File: src/rtl/core_pkg.sv
// rtl/core_pkg.sv - shared vector core types, plus the store-writer request bundle and state encoding
package core_pkg;

  localparam int unsigned VRFWordWidthB = 8;
  localparam int unsigned VLenWidth     = 16;
  localparam int unsigned InsnIdWidth   = 4;
  localparam int unsigned VstAddrWidth  = 32;

  typedef logic [8*VRFWordWidthB-1:0] vrf_data_t;
  typedef logic [VRFWordWidthB-1:0]   vrf_strb_t;
  typedef logic [VLenWidth-1:0]       vlen_t;
  typedef logic [InsnIdWidth-1:0]     insn_id_t;

  // Bits needed to hold any value in 0 .. n-1.
  function automatic int unsigned GetWidth(input int unsigned n);
    return (n > 1) ? $clog2(n) : 1;
  endfunction

  typedef struct packed {
    logic [VstAddrWidth-1:0] addr;
    vrf_data_t               data;
    vrf_strb_t               strb;
  } vst_wr_req_t;

  typedef enum logic [1:0] {
    VST_WR_IDLE,
    VST_WR_SEND,
    VST_WR_DRAIN
  } vst_wr_state_e;

endpackage

File: src/rtl/vst_mem_writer_if.sv
// rtl/vst_mem_writer_if.sv - memory write request/response channel of the vector store writer
interface vst_mem_writer_if #(
  parameter int unsigned AddrWidth = 32
) ();
  import core_pkg::*;

  logic                 req_valid;
  logic                 req_ready;
  logic [AddrWidth-1:0] addr;
  vrf_data_t            wdata;
  vrf_strb_t            wstrb;
  logic                 rsp_valid;
  logic                 rsp_err;

  modport master (
    output req_valid, addr, wdata, wstrb,
    input  req_ready, rsp_valid, rsp_err
  );

  modport slave (
    input  req_valid, addr, wdata, wstrb,
    output req_ready, rsp_valid, rsp_err
  );

endinterface

File: src/rtl/vst_mem_writer_strb_gen.sv
// rtl/vst_mem_writer_strb_gen.sv - vst_strb_gen: remaining byte count to VRF word byte strobes
module vst_strb_gen
  import core_pkg::*;
(
  input  vlen_t     rem_i,
  output vrf_strb_t strb_o
);

  // Byte i is live while more than i bytes remain; saturates to all ones.
  always_comb begin
    strb_o = '0;
    for (int i = 0; i < VRFWordWidthB; i++) begin
      strb_o[i] = (rem_i > vlen_t'(i));
    end
  end

endmodule

File: src/rtl/vst_mem_writer.sv
// rtl/vst_mem_writer.sv - turns the store operand stream into strobed memory writes and reports completion
module vst_mem_writer
  import core_pkg::*;
#(
  parameter int unsigned AddrWidth      = 32,
  parameter int unsigned MaxOutstanding = 4
) (
  input  logic                 clk_i,
  input  logic                 rst_ni,
  input  logic                 req_valid_i,
  output logic                 req_ready_o,
  input  logic [AddrWidth-1:0] req_addr_i,
  input  vlen_t                req_vlB_i,
  input  insn_id_t             req_insn_id_i,
  input  logic                 op_valid_i,
  output logic                 op_gnt_o,
  input  vrf_data_t            op_i,
  vst_mem_writer_if.master     mem,
  output logic                 done_o,
  output insn_id_t             done_insn_id_o,
  output logic                 done_err_o
);

  localparam int unsigned          CntWidth   = GetWidth(MaxOutstanding + 1);
  localparam logic [CntWidth-1:0]  CntMax     = CntWidth'(MaxOutstanding);
  localparam logic [AddrWidth-1:0] OffsetMask = AddrWidth'(VRFWordWidthB - 1);
  localparam logic [AddrWidth-1:0] AddrStep   = AddrWidth'(VRFWordWidthB);
  localparam vlen_t                WordBytes  = vlen_t'(VRFWordWidthB);

  vst_wr_state_e        state_q;
  logic [AddrWidth-1:0] addr_q;
  vlen_t                rem_q;
  insn_id_t             id_q;
  logic                 err_q;
  logic [CntWidth-1:0]  outst_q;

  logic        sending;
  logic        req_valid;
  logic        fire;
  logic        rsp_take;
  vrf_strb_t   strb;
  vst_wr_req_t wr_req;

  assign sending   = (state_q == VST_WR_SEND);
  assign req_valid = sending && op_valid_i && (outst_q < CntMax);
  assign fire      = req_valid && mem.req_ready;
  // Responses with nothing outstanding (e.g. stragglers from before a reset) are dropped.
  assign rsp_take  = mem.rsp_valid && (outst_q != '0);

  vst_strb_gen u_strb_gen (
    .rem_i  (rem_q),
    .strb_o (strb)
  );

  always_comb begin
    wr_req = '0;
    if (sending) begin
      wr_req.addr = VstAddrWidth'(addr_q);
      wr_req.data = op_i;
      wr_req.strb = strb;
    end
  end

  assign mem.req_valid  = req_valid;
  assign mem.addr       = AddrWidth'(wr_req.addr);
  assign mem.wdata      = wr_req.data;
  assign mem.wstrb      = wr_req.strb;
  assign op_gnt_o       = fire;
  assign req_ready_o    = (state_q == VST_WR_IDLE);
  assign done_o         = (state_q == VST_WR_DRAIN) && (outst_q == '0);
  assign done_insn_id_o = done_o ? id_q : '0;
  assign done_err_o     = done_o && err_q;

  always_ff @(posedge clk_i or negedge rst_ni) begin
    if (!rst_ni) begin
      state_q <= VST_WR_IDLE;
      addr_q  <= '0;
      rem_q   <= '0;
      id_q    <= '0;
      err_q   <= 1'b0;
      outst_q <= '0;
    end else begin
      if (fire != rsp_take) begin
        outst_q <= fire ? outst_q + 1'b1 : outst_q - 1'b1;
      end
      if (rsp_take && mem.rsp_err) begin
        err_q <= 1'b1;
      end
      case (state_q)
        VST_WR_IDLE: begin
          if (req_valid_i) begin
            addr_q  <= req_addr_i & ~OffsetMask;
            rem_q   <= req_vlB_i;
            id_q    <= req_insn_id_i;
            err_q   <= 1'b0;
            state_q <= (req_vlB_i != '0) ? VST_WR_SEND : VST_WR_DRAIN;
          end
        end
        VST_WR_SEND: begin
          if (fire) begin
            addr_q <= addr_q + AddrStep;
            if (rem_q <= WordBytes) begin
              rem_q   <= '0;
              state_q <= VST_WR_DRAIN;
            end else begin
              rem_q <= rem_q - WordBytes;
            end
          end
        end
        VST_WR_DRAIN: begin
          if (outst_q == '0) begin
            state_q <= VST_WR_IDLE;
          end
        end
        default: state_q <= VST_WR_IDLE;
      endcase
    end
  end

  // A response with nothing outstanding while an instruction is active is a memory-side protocol error.
  assert property (@(posedge clk_i) disable iff (!rst_ni)
    (mem.rsp_valid && (state_q != VST_WR_IDLE)) |-> (outst_q != '0));

endmodule

File: src/flat_wrapper.sv
// flat-port wrapper written by rule: the top's interface ports become plain ports
module vst_mem_writer_flat import core_pkg::*;
#(
  parameter int unsigned AddrWidth      = 32,
  parameter int unsigned MaxOutstanding = 4
)
  (clk_i, rst_ni, req_valid_i, req_ready_o, req_addr_i, req_vlB_i, req_insn_id_i, op_valid_i, op_gnt_o, op_i, done_o, done_insn_id_o, done_err_o, mem_req_valid, mem_addr, mem_wdata, mem_wstrb, mem_req_ready, mem_rsp_valid, mem_rsp_err);
  vst_mem_writer_if #(.AddrWidth(AddrWidth)) mem_i ();
  input  logic clk_i;
  input  logic rst_ni;
  input  logic req_valid_i;
  output logic req_ready_o;
  input  logic [AddrWidth-1:0] req_addr_i;
  input  vlen_t req_vlB_i;
  input  insn_id_t req_insn_id_i;
  input  logic op_valid_i;
  output logic op_gnt_o;
  input  vrf_data_t op_i;
  output logic done_o;
  output insn_id_t done_insn_id_o;
  output logic done_err_o;
  output wire logic [$bits(mem_i.req_valid)-1:0] mem_req_valid;
  output wire logic [$bits(mem_i.addr)-1:0] mem_addr;
  output wire logic [$bits(mem_i.wdata)-1:0] mem_wdata;
  output wire logic [$bits(mem_i.wstrb)-1:0] mem_wstrb;
  input wire logic [$bits(mem_i.req_ready)-1:0] mem_req_ready;
  input wire logic [$bits(mem_i.rsp_valid)-1:0] mem_rsp_valid;
  input wire logic [$bits(mem_i.rsp_err)-1:0] mem_rsp_err;
  assign mem_req_valid = mem_i.req_valid;
  assign mem_addr = mem_i.addr;
  assign mem_wdata = mem_i.wdata;
  assign mem_wstrb = mem_i.wstrb;
  assign mem_i.req_ready = mem_req_ready;
  assign mem_i.rsp_valid = mem_rsp_valid;
  assign mem_i.rsp_err = mem_rsp_err;
  vst_mem_writer #(.AddrWidth(AddrWidth), .MaxOutstanding(MaxOutstanding)) u_core (.clk_i(clk_i), .rst_ni(rst_ni), .req_valid_i(req_valid_i), .req_ready_o(req_ready_o), .req_addr_i(req_addr_i), .req_vlB_i(req_vlB_i), .req_insn_id_i(req_insn_id_i), .op_valid_i(op_valid_i), .op_gnt_o(op_gnt_o), .op_i(op_i), .mem(mem_i), .done_o(done_o), .done_insn_id_o(done_insn_id_o), .done_err_o(done_err_o));
endmodule
File: config.mk
export PLATFORM = sky130hd
export DESIGN_NAME = vst_mem_writer_flat
export DESIGN_NICKNAME = d
export VERILOG_FILES = /design/src/rtl/core_pkg.sv /design/src/rtl/vst_mem_writer_if.sv /design/src/rtl/vst_mem_writer_strb_gen.sv /design/src/rtl/vst_mem_writer.sv /design/src/flat_wrapper.sv
export SDC_FILE = /design/constraint.sdc
export NUM_CORES = 1
export LEC_CHECK = 0
export BUFFER_PORTS_ARGS = -buffer_cell sky130_fd_sc_hd__buf_4
export CAP_MARGIN = 40
export CORE_MARGIN = 8
export CORE_UTILIZATION = 35
export DETAILED_ROUTE_END_ITERATION = 10
export HOLD_SLACK_MARGIN = 0.06
export PLACE_DENSITY_LB_ADDON = 0.2
export SYNTH_ARGS = -nofsm -noshare
export SYNTH_HDL_FRONTEND = slang
export SYNTH_HIERARCHICAL = 1
export SYNTH_SLANG_ARGS = --single-unit
File: constraint.sdc
create_clock -name clk_i -period 2.9 [get_ports clk_i]
set_clock_uncertainty 0.2 [all_clocks]
set_input_delay 0.145 -clock clk_i [delete_from_list [all_inputs] [get_ports clk_i]]
set_output_delay 0.145 -clock clk_i [all_outputs]
set_load 0.1 [all_outputs]
==> results by group, run 1 <==
Min path
  • WHS Path Cells: 4
  • Worst Hold Class: in2reg

Clock tree
  • TritonCTS buffer count: 5
  • Max clock buf depth: 2
  • CTS HTree Levels: 2
  • Clock Sinks: 55
  • Setup Buffers After CTS: 0
  • Clock Latency Late Sink: 0.29 ns
  • Clk pin slew, worst setup/hold paths: 0.07 ns
  • TritonCTS clock tree: yes
  • Clock root buffer master: clkbuf_16

Logic synthesis
  • Number of flops mapped to enable cells by yosys: 0
  • Count leader, synth: and2_1
  • Top post-synthesis cells by count: and2_1, dfrtp_1, nand2_1, nor2_1, a21oi_1
  • Unique masters post-synth: 66
  • Sequential-to-total area share from yosys stat: 33.5%
  • #FFs+latches synth: 55
  • Syn avg cell area: 8.05 sq um
  • Main area contributors after synthesis: dfrtp_1, and2_1, nand2_1
  • Cell area after synthesis: 0.00411 sq mm
  • Ys Warns: 6
  • Gate Count Post-Synth: 511
  • Post-synth top flop: dfrtp_1
  • Post-synthesis cell type with the largest combined area: dfrtp_1
  • Post-synth top area share: 33.5%
  • Async S/R FF share, synth: 100%

Global routing
  • GRT Total Usage: 19.7%
  • Initial antenna violation count: 0
  • Largest net degree at the start of global routing: 67
  • First-pass GRT wire length: 26000 um
  • GR Overflow Total: 0
  • Vias in the first global route: 4962

STA
  • Slew HR: 49.7%
  • Final Critical Period: 2.49 ns
  • Final WS setup: 0.410 ns
  • Worst Tran Pin Value: 0.754 ns
  • Setup TNS: 0 ns
  • Final Hold Viols: 0
  • Final setup fails: 0
  • RSZ-0062 raised after global routing: false
  • Fin crit share: 85.8%
  • Slew Viols, Final: 0
  • Highest clock rate: 402 MHz

Placement
  • Port Buf Inserts: 229
  • Dpl cell area: 0.00601 sq mm
  • Placed cell count: 862
  • Gpl congestion: 0.842
  • Setup WS pre-CTS: 0.536 ns
  • Dpl hpwl: 11900 um

Floorplanning
  • Initial Util: 35.9%
  • Core Area: 0.0115 sq mm
  • Total die area: 0.0155 sq mm
  • Site row count: 39
  • Die Ht: 124 um
  • Die width: 124 um
  • Io pins: 236

Routing
  • Wire per inst: 17.6 um
  • Initial DRT Pass Iterations: 5
  • Drt total wl: 16200 um
  • DR iter-0 viols: 369
  • Post-route ant nets: 0
  • Vias per inst: 5.31
  • DRC Markers: 0
  • Via count: 4885

Run
  • Maxcap violations: 0

Setup path
  • Critical path's slowest cell: dfrtp_1
  • CP top delay family: simple AND/OR/NAND/NOR gates
  • WP data required: 2.56 ns
  • CP bufs+invs: 1
  • Stages on worst setup path: 5
  • Peak fanout along the critical path: 8
  • Startpoint Class: register
  • Worst-path cell chain: nor4_2 -> nand4_2 -> or4_1 -> and2_1 -> buf_4
  • R2R cell count: 6
  • Crit end category: output pin
  • Path type of the worst setup path: reg2out
  • WP data arrival: 2.14 ns
  • Crit-path max cell delay: 0.48 ns

Finish
  • Share of layout cells above drive strength 1: 35.5%
  • Final Instance Area: 0.00667 sq mm
  • Syn-to-layout area delta: 62.1%
  • Diode count: 0
  • NumNets Final: 902
  • Non-Filler Instances: 920

Status
  • Outcome: completed

Power and ir drop
  • Power per cell area: 667 mW/mm^2
  • Peak supply drop: 882 uV
  • Leakage power: 3.03 nW
-- layout by cell type (no fill, tap or decap), types with 3 or more instances in the layout --
cell | netlist | routed
o21ai_0 | 17 | 17
nand3_1 | 17 | 17
buf_4 | 3 | 237
nand2_1 | 49 | 49
a32oi_1 | 4 | 4
dfrtp_1 | 55 | 55
nor4_1 | 5 | 5
a2bb2oi_1 | 5 | 5
conb_1 | 1 | 3
a311oi_1 | 4 | 4
or3_1 | 6 | 6
dlygate4sd3_1 | 0 | 50
or4_1 | 4 | 4
a31oi_1 | 4 | 4
a21oi_1 | 34 | 33
nand4_1 | 14 | 14
clkbuf_16 | 0 | 5
o211ai_1 | 6 | 6
buf_12 | 0 | 3
nor4_2 | 3 | 3
a22o_1 | 4 | 4
o22ai_1 | 12 | 12
nor2_1 | 37 | 36
a22oi_1 | 9 | 9
o311ai_0 | 5 | 5
inv_1 | 12 | 12
and2_1 | 102 | 102
nor3_1 | 13 | 13
nand2b_1 | 5 | 5
-- routing by layer --
metal | up-vias | wire length [um] | share of wire [%] | track usage [%]
met5 | - | 0 | 0 | 0
met4 | 0 | 70 | 0.43 | 2.91
met3 | 8 | 817 | 5.1 | 3.66
met2 | 190 | 8420 | 52 | 34.9
met1 | 2322 | 6860 | 42 | 24.5
li1 | 2365 | - | - | -
-- final timing paths --
check,slack (ns),from,to
setup / recovery,0.41,u_core/rem_q[10]$_DFFE_PN0P_,mem_wstrb[0]
hold / removal,0.05,req_vlB_i[5],u_core/rem_q[5]$_DFFE_PN0P_
setup reg to reg,0.47,u_core/addr_q[3]$_DFFE_PN0P_,u_core/addr_q[19]$_DFFE_PN0P_
hold reg to reg,0.27,u_core/id_q[0]$_DFFE_PN0P_,u_core/id_q[0]$_DFFE_PN0P_
max in group asynchronous,1.73,rst_ni,u_core/id_q[1]$_DFFE_PN0P_
min in group asynchronous,0.27,rst_ni,u_core/id_q[2]$_DFFE_PN0P_
-- cells by family after synthesis --
logic type               count (synthesis)  synth area share, %
AO/OA/AOI/OAI                          122                 19.9
AND/OR/NAND/NOR                        279                 39.5
XOR/XNOR                                 2                0.426
flip-flops                              55                 33.5
multiplexers                             3                0.791
adder cells (fa/ha/maj)                  3                 1.10
buffers and inverters                   46                 4.68
other                                    1               0.0912
-- repair_timing --
action / 4_1_cts / 5_1_grt
resized for setup: 0 / 0
endpoints found under the hold margin: 103 / 0
hold buffers: 50 / 0
setup endpoints to repair: 0 / 0
-- flip-flops by register name, indices dropped and copies added (netlist names) --
name / cells
u_core/id_q: 4
u_core/addr_q: 29
u_core/state_q: 2
u_core/err_q: 1
u_core/outst_q: 3
u_core/rem_q: 16
-- where the power goes --
group / total [mW] / switching [mW] / leakage [nW] / internal (mW)
registers: 1.29 / 0.318 / 0.631 / 0.968
logic: 2.52 / 1.80 / 2.32 / 0.720
clock network: 0.642 / 0.273 / 0.0772 / 0.369
-- worst reg2reg max path, cell delays in order, from the launching register on --
cell and delay [ns]:
dfrtp_1 0.45, ha_1 0.22, nand3_1 0.32, or3_2 0.59, nor2_1 0.22, a31oi_1 0.12
o22a_1 0.21
-- metrics by stage --
| step | utilization, % | total power [mW] | hold slack, ns |
|---|---|---|---|
| 2_1_floorplan | - | 3.09 | -0.351 |
| 3_3_place_gp | 52.4 | 3.71 | 0.0610 |
| 3_5_place_dp | 52.4 | 3.75 | 0.0545 |
| 4_1_cts | 58.1 | 4.45 | 0.0625 |
| 5_1_grt | 58.1 | 4.66 | 0.0953 |
| 6_report | 58.1 | 4.45 | 0.0540 |
-- final cells by class --
cell class                      count  area, sq um
Inverter                           12         45.0
Tap cell                          143          179
Multi-Input combinational cell    412         2570
Fill cell                        1024         4800
Sequential cell                    55         1380
Clock buffer                        8          156
Timing Repair Buffer              290         2340
Power figures use the tool's default switching activity.
==> run 2, diff against run 1 <==
--- a/config.mk
+++ b/config.mk
@@ -11,6 +11,7 @@
 export CORE_UTILIZATION = 35
 export DETAILED_ROUTE_END_ITERATION = 10
 export HOLD_SLACK_MARGIN = 0.06
+export MAX_ROUTING_LAYER = met4
 export PLACE_DENSITY_LB_ADDON = 0.2
 export SYNTH_ARGS = -nofsm -noshare
 export SYNTH_HDL_FRONTEND = slang
==> run 2 against run 1 <==
Net effect:
- die area is the same
- hold slack gained 0.0011 ns
- combinational power is essentially flat
- first-iteration DRC count grew 2.2%
- design area is the same
- sequential cell count is the same
==> results by group, run 2 (same netlist as run 1, synthesis figures left out) <==
Placement
  • Placed cell count: 862 (unchanged)
  • Gpl congestion: 0.856 (was 0.842)
  • Port Buf Inserts: 229 (unchanged)
  • Setup WS pre-CTS: 0.536 ns (unchanged)
  • Dpl hpwl: 11900 um (unchanged)
  • Dpl cell area: 0.00601 sq mm (unchanged)

Clock tree
  • TritonCTS buffer count: 5 (unchanged)
  • Clock Sinks: 55 (unchanged)
  • CTS HTree Levels: 2 (unchanged)
  • Clock Latency Late Sink: 0.29 ns (about the same)
  • TritonCTS clock tree: yes (unchanged)
  • Max clock buf depth: 2 (unchanged)
  • Clock root buffer master: clkbuf_16 (unchanged)
  • Clk pin slew, worst setup/hold paths: 0.07 ns (about the same)
  • Setup Buffers After CTS: 0 (unchanged)

Setup path
  • Critical path's slowest cell: nor2b_4 (was dfrtp_1)
  • Peak fanout along the critical path: 49 (was 8)
  • Worst-path cell chain: nor2b_4 -> buf_12 -> and2_1 -> buf_4 (was nor4_2 -> nand4_2 -> or4_1 -> and2_1 -> buf_4)
  • Crit-path max cell delay: 0.53 ns (was 0.48 ns)
  • WP data required: 2.56 ns (about the same)
  • Startpoint Class: register (unchanged)
  • Crit end category: output pin (unchanged)
  • Path type of the worst setup path: reg2out (unchanged)
  • WP data arrival: 2.13 ns (was 2.14 ns)

Routing
  • Wire per inst: 17.5 um (was 17.6 um)
  • Post-route ant nets: 0 (unchanged)
  • Initial DRT Pass Iterations: 4 (was 5)
  • Drt total wl: 16100 um (was 16200 um)
  • Met3 wire length: 738 um (was 817 um)
  • DR iter-0 viols: 377 (was 369)
  • DRC Markers: 0 (unchanged)
  • Met2 Routed Length: 8440 um (was 8420 um)
  • Via count: 4847 (was 4885)
  • Uppermost layer routed: met4 (unchanged)
  • Vias per inst: 5.27 (was 5.31)
  • DRT met1 WL: 6890 um (was 6860 um)

Finish
  • Fin util: 58.1% (unchanged)
  • Top reg by flops: u_core/addr_q (unchanged)
  • Syn-to-layout area delta: 62.1% (unchanged)
  • Most frequent cells in the layout: buf_4, and2_1, dfrtp_1, dlygate4sd3_1, nand2_1 (unchanged)
  • Non-Filler Instances: 920 (unchanged)
  • Final Instance Area: 0.00667 sq mm (unchanged)
  • Share of layout cells above drive strength 1: 35.5% (unchanged)
  • NumNets Final: 902 (unchanged)
  • Diode count: 0 (unchanged)
  • Commonest non-fill, non-tap cell in the layout: buf_4 (unchanged)
  • Largest register FFs: 29 (unchanged)
  • Biggest regs: u_core/addr_q: 29 flops, u_core/rem_q: 16 flops, u_core/id_q: 4 flops (unchanged)

STA
  • Final Critical Period: 2.48 ns (was 2.49 ns)
  • Worst Tran Pin Value: 0.745 ns (was 0.754 ns)
  • Slew Viols, Final: 0 (unchanged)
  • Final Hold Viols: 0 (unchanged)
  • Final setup fails: 0 (unchanged)
  • Setup TNS: 0 ns (unchanged)
  • Final WS setup: 0.423 ns (was 0.410 ns)
  • Highest clock rate: 404 MHz (was 402 MHz)
  • Slew HR: 50.3% (was 49.7%)
  • Hold Slack: 0.0551 ns (was 0.0540 ns)
  • Fin crit share: 85.4% (was 85.8%)
  • RSZ-0062 raised after global routing: false (unchanged)

Min path
  • Worst Hold Class: in2reg (unchanged)

Power and ir drop
  • Leakage power: 3.03 nW (unchanged)
  • Power per cell area: 667 mW/mm^2 (about the same)
  • Peak supply drop: 882 uV (about the same)
  • Power, Total: 4.44 mW (was 4.45 mW)

Floorplanning
  • Site row count: 39 (unchanged)
  • Die Ht: 124 um (unchanged)
  • Io pins: 236 (unchanged)
  • Initial Util: 35.9% (unchanged)
  • Core Area: 0.0115 sq mm (unchanged)
  • Die width: 124 um (unchanged)
  • Total die area: 0.0155 sq mm (unchanged)

Run
  • Maxcap violations: 0 (unchanged)

Global routing
  • First-pass GRT wire length: 26000 um (about the same)
  • Largest net degree at the start of global routing: 67 (unchanged)
  • Initial antenna violation count: 0 (unchanged)
  • Vias in the first global route: 4960 (was 4962)
  • GR Overflow Total: 0 (unchanged)
  • GRT Total Usage: 20.2% (was 19.7%)

Status
  • Outcome: completed (unchanged)
-- run 2: cell counts in the layout (fill, tap and decap cells not counted) --
No cell type changed its count.
-- run 2: cell type report --
| class | count | area, sq um |
|---|---|---|
| Fill cell | 1024 | 4800 |
| Timing Repair Buffer | 290 | 2340 |
| Tap cell | 143 | 179 |
| Clock buffer | 8 | 156 |
| Multi-Input combinational cell | 412 | 2570 |
| Sequential cell | 55 | 1380 |
| Inverter | 12 | 45.0 |
-- run 2: where the power goes --
group | switching, mW | internal, mW | total (mW)
logic | 1.80 | 0.720 | 2.52
registers | 0.318 | 0.968 | 1.29
clock network | 0.271 | 0.369 | 0.640
total | 2.39 | 2.06 | 4.44
-- run 2: worst paths after layout --
check | start | to | slack (ns) | depth (start not counted)
worst max-delay path | u_core/state_q[0]$_DFFE_PN0P_ | mem_addr[23] | 0.42 | 4
worst max register to register | u_core/addr_q[3]$_DFFE_PN0P_ | u_core/addr_q[19]$_DFFE_PN0P_ | 0.47 | 6
worst min register to register | u_core/id_q[0]$_DFFE_PN0P_ | u_core/id_q[0]$_DFFE_PN0P_ | 0.27 | 2
min in group asynchronous | rst_ni | u_core/id_q[2]$_DFFE_PN0P_ | 0.26 | 2
worst min-delay path | req_vlB_i[5] | u_core/rem_q[5]$_DFFE_PN0P_ | 0.06 | 4
max in group asynchronous | rst_ni | u_core/addr_q[17]$_DFFE_PN0P_ | 1.74 | 2
-- run 2: critical path: cells and delay by family, from the launching register on --
kind                   cells  cell delay, ns
and+or+nand+nor            2            0.75
buffers and inverters      2            0.60
DFF                        1            0.47
-- run 2: layer usage --
layer / up-vias / global-route usage, %
li1: 2369 / -
met1: 2314 / 25.0
met2: 156 / 34.9
met3: 8 / 2.85
met4: 0 / 2.91
met5: - / -
-- run 2: what timing repair did --
item                      in CTS  in global routing
hold endpoints to repair     103                  0
hold buffers                  50                  0
gates resized for setup        0                  0
==> run 3, diff against run 2 <==
--- a/config.mk
+++ b/config.mk
@@ -8,7 +8,7 @@
 export BUFFER_PORTS_ARGS = -buffer_cell sky130_fd_sc_hd__buf_4
 export CAP_MARGIN = 40
 export CORE_MARGIN = 8
-export CORE_UTILIZATION = 35
+export CORE_UTILIZATION = 45
 export DETAILED_ROUTE_END_ITERATION = 10
 export HOLD_SLACK_MARGIN = 0.06
 export MAX_ROUTING_LAYER = met4
==> run 3 against run 2 <==
Net effect:
- global-route usage is 5.8 points higher
- wire length is 1.5% higher
- sequential cell count stayed put
- clock-buffer cell count is 3 lower
- critical path depth is 1 higher
- hold slack better by 0.020 ns
- die area is 20% lower
- total power is 0.79% lower
- fmax is 3.2% lower
- critical endpoint is now mem_wstrb[0]
- design area is 1.1% lower
- combinational power hardly changed
- largest cell class unchanged
==> results by group, run 3 (same netlist as run 1, synthesis figures left out) <==
STA
  • Fin crit share: 88.3% (was 85.4%)
  • Hold Slack: 0.0747 ns (was 0.0551 ns)
  • Setup TNS: 0 ns (unchanged)
  • Worst Tran Pin Value: 0.718 ns (was 0.745 ns)
  • Final Critical Period: 2.56 ns (was 2.48 ns)
  • Highest clock rate: 391 MHz (was 404 MHz)
  • Final Hold Viols: 0 (unchanged)
  • Slew HR: 52.1% (was 50.3%)
  • RSZ-0062 raised after global routing: false (unchanged)
  • Final setup fails: 0 (unchanged)
  • Slew Viols, Final: 0 (unchanged)

Clock tree
  • Setup Buffers After CTS: 0 (unchanged)
  • TritonCTS buffer count: 5 (unchanged)
  • TritonCTS clock tree: yes (unchanged)
  • Clock Sinks: 55 (unchanged)
  • # hold bufs at CTS: 53 (was 50)
  • Clock root buffer master: clkbuf_8 (was clkbuf_16)
  • Cts repair resizes: 0 (unchanged)
  • Clock Latency Late Sink: 0.32 ns (was 0.29 ns)
  • Clk pin slew, worst setup/hold paths: 0.11 ns (was 0.07 ns)
  • Max clock buf depth: 2 (unchanged)
  • CTS HTree Levels: 2 (unchanged)

Min path
  • Worst Hold Class: in2reg (unchanged)
  • WHS Path Cells: 4 (unchanged)

Routing
  • Post-route ant nets: 0 (unchanged)
  • DR iter-0 viols: 372 (was 377)
  • Initial DRT Pass Iterations: 6 (was 4)
  • Vias per inst: 5.56 (was 5.27)
  • DRT met1 WL: 6880 um (was 6890 um)
  • Wire per inst: 18.4 um (was 17.5 um)
  • Met3 wire length: 1070 um (was 738 um)
  • Uppermost layer routed: met4 (unchanged)
  • Via count: 4940 (was 4847)
  • Met2 Routed Length: 8340 um (was 8440 um)
  • DRC Markers: 0 (unchanged)
  • Drt total wl: 16400 um (was 16100 um)

Power and ir drop
  • Power, Total: 4.41 mW (was 4.44 mW)
  • Switching part of the total power: 54.0% (was 53.7%)
  • Logic gate share of total power: 57.1% (was 56.7%)
  • Clock power share: 13.9% (was 14.4%)
  • Power per cell area: 668 mW/mm^2 (was 667 mW/mm^2)
  • Switching component of the power: 2.38 mW (was 2.39 mW)
  • Pint: 2.03 mW (was 2.06 mW)
  • Sequential power share: 29.0% (was 28.9%)
  • Peak supply drop: 831 uV (was 882 uV)
  • Leakage power: 3.01 nW (was 3.03 nW)

Setup path
  • Crit path to: mem_wstrb[0] (was mem_addr[23])
  • Crit end category: output pin (unchanged)
  • Worst-path cell chain: nor4_2 -> nand4_2 -> or4_1 -> and2_1 -> buf_4 (was nor2b_4 -> buf_12 -> and2_1 -> buf_4)
  • Stages on worst setup path: 5 (was 4)
  • Setup crit start: u_core/rem_q[10]$_DFFE_PN0P_ (was u_core/state_q[0]$_DFFE_PN0P_)
  • R2R Path Start: u_core/addr_q[3]$_DFFE_PN0P_ (unchanged)
  • Crit Reg-Reg Endpoint: u_core/addr_q[19]$_DFFE_PN0P_ (unchanged)
  • Critical path's slowest cell: dfrtp_1 (was nor2b_4)
  • Register-to-register setup slack: 0.51 ns (was 0.47 ns)
  • CP bufs+invs: 1 (was 2)
  • CP top delay family: simple AND/OR/NAND/NOR gates (unchanged)
  • Startpoint Class: register (unchanged)
  • Path type of the worst setup path: reg2out (unchanged)
  • R2R cell count: 6 (unchanged)
  • WP data arrival: 2.22 ns (was 2.13 ns)
  • Crit-path max cell delay: 0.48 ns (was 0.53 ns)
  • Peak fanout along the critical path: 8 (was 49)
  • WP data required: 2.56 ns (about the same)

Global routing
  • GR Overflow Total: 0 (unchanged)
  • Vias in the first global route: 4903 (was 4960)
  • GRT Total Usage: 26.0% (was 20.2%)
  • First-pass GRT wire length: 26100 um (was 26000 um)
  • Largest net degree at the start of global routing: 112 (was 67)
  • Initial antenna violation count: 0 (unchanged)

Placement
  • Placed cell count: 828 (was 862)
  • Gpl congestion: 0.926 (was 0.856)
  • Dpl cell area: 0.00593 sq mm (was 0.00601 sq mm)
  • Dpl hpwl: 12100 um (was 11900 um)
  • Port Buf Inserts: 229 (unchanged)

Run
  • Maxcap violations: 0 (unchanged)

Finish
  • Multi-input logic area: 0.00257 sq mm (unchanged)
  • FILL cells: 689 (was 1024)
  • Register area: 0.00138 sq mm (unchanged)
  • Share of layout cells above drive strength 1: 35.3% (was 35.5%)
  • NumNets Final: 903 (was 902)
  • Most frequent cells in the layout: buf_4, and2_1, dfrtp_1, dlygate4sd3_1, nand2_1 (unchanged)
  • Commonest non-fill, non-tap cell in the layout: buf_4 (unchanged)
  • Largest register FFs: 29 (unchanged)
  • Biggest regs: u_core/addr_q: 29 flops, u_core/rem_q: 16 flops, u_core/id_q: 4 flops (unchanged)
  • Diode count: 0 (unchanged)
  • Top reg by flops: u_core/addr_q (unchanged)
  • Non-Filler Instances: 889 (was 920)
  • Final Instance Area: 0.00660 sq mm (was 0.00667 sq mm)
  • Syn-to-layout area delta: 60.4% (was 62.1%)

Floorplanning
  • Initial Util: 45.4% (was 35.9%)
  • Die width: 112 um (was 124 um)
  • Total die area: 0.0125 sq mm (was 0.0155 sq mm)
  • Io pins: 236 (unchanged)
  • Die Ht: 112 um (was 124 um)
  • Site row count: 35 (was 39)
  • Core Area: 0.00906 sq mm (was 0.0115 sq mm)

Status
  • Outcome: completed (unchanged)
run 3: metal layers:
metal	vias to the layer above	track usage [%]
met2	219	43.9
met5	-	-
met4	0	2.37
li1	2362	-
met1	2340	32.8
met3	19	5.03
run 3: power groups by stage:
| stage | sequential, mW | combinational (mW) | clock (mW) |
|---|---|---|---|
| after floorplan | 1.20 | 1.89 | 0 |
| after global placement | 1.27 | 2.42 | 0 |
| after detailed placement | 1.28 | 2.45 | 0 |
| after CTS | 1.27 | 2.52 | 0.619 |
| after global routing | 1.32 | 2.65 | 0.654 |
| final | 1.28 | 2.52 | 0.614 |
run 3: metrics by stage:
stage          utilization [%]  setup WS [ns]
3_5_place_dp              65.4          0.570
2_1_floorplan                -         0.0146
3_3_place_gp              65.4          0.638
4_1_cts                   72.8          0.362
6_report                  72.8          0.340
5_1_grt                   72.8          0.209
run 3: worst min-delay path by stage:
| stage | endpoint | start | slack [ns] |
|---|---|---|---|
| after floorplan | u_core/addr_q[10]$_DFFE_PN0P_ | rst_ni | -0.35 |
| after global placement | u_core/id_q[2]$_DFFE_PN0P_ | rst_ni | 0.05 |
| after detailed placement | u_core/id_q[2]$_DFFE_PN0P_ | rst_ni | 0.04 |
| after CTS | u_core/rem_q[13]$_DFFE_PN0P_ | mem_req_ready | 0.07 |
| after global routing | u_core/rem_q[13]$_DFFE_PN0P_ | mem_req_ready | 0.08 |
| final | u_core/rem_q[13]$_DFFE_PN0P_ | mem_req_ready | 0.07 |
run 3: worst min-delay path, cell delays in order:
cell	delay, ns
buf_4	0.12
nand3_1	0.10
or3_1	0.12
o211ai_1	0.07
run 3: cell type report:
type,count,area share (%)
tap,111,2.11
clock inverter,3,1.02
inverter,12,0.683
timing repair buffer,291,35.3
multi-input combinational,412,39.0
clock buffer,5,1.04
sequential,55,20.9
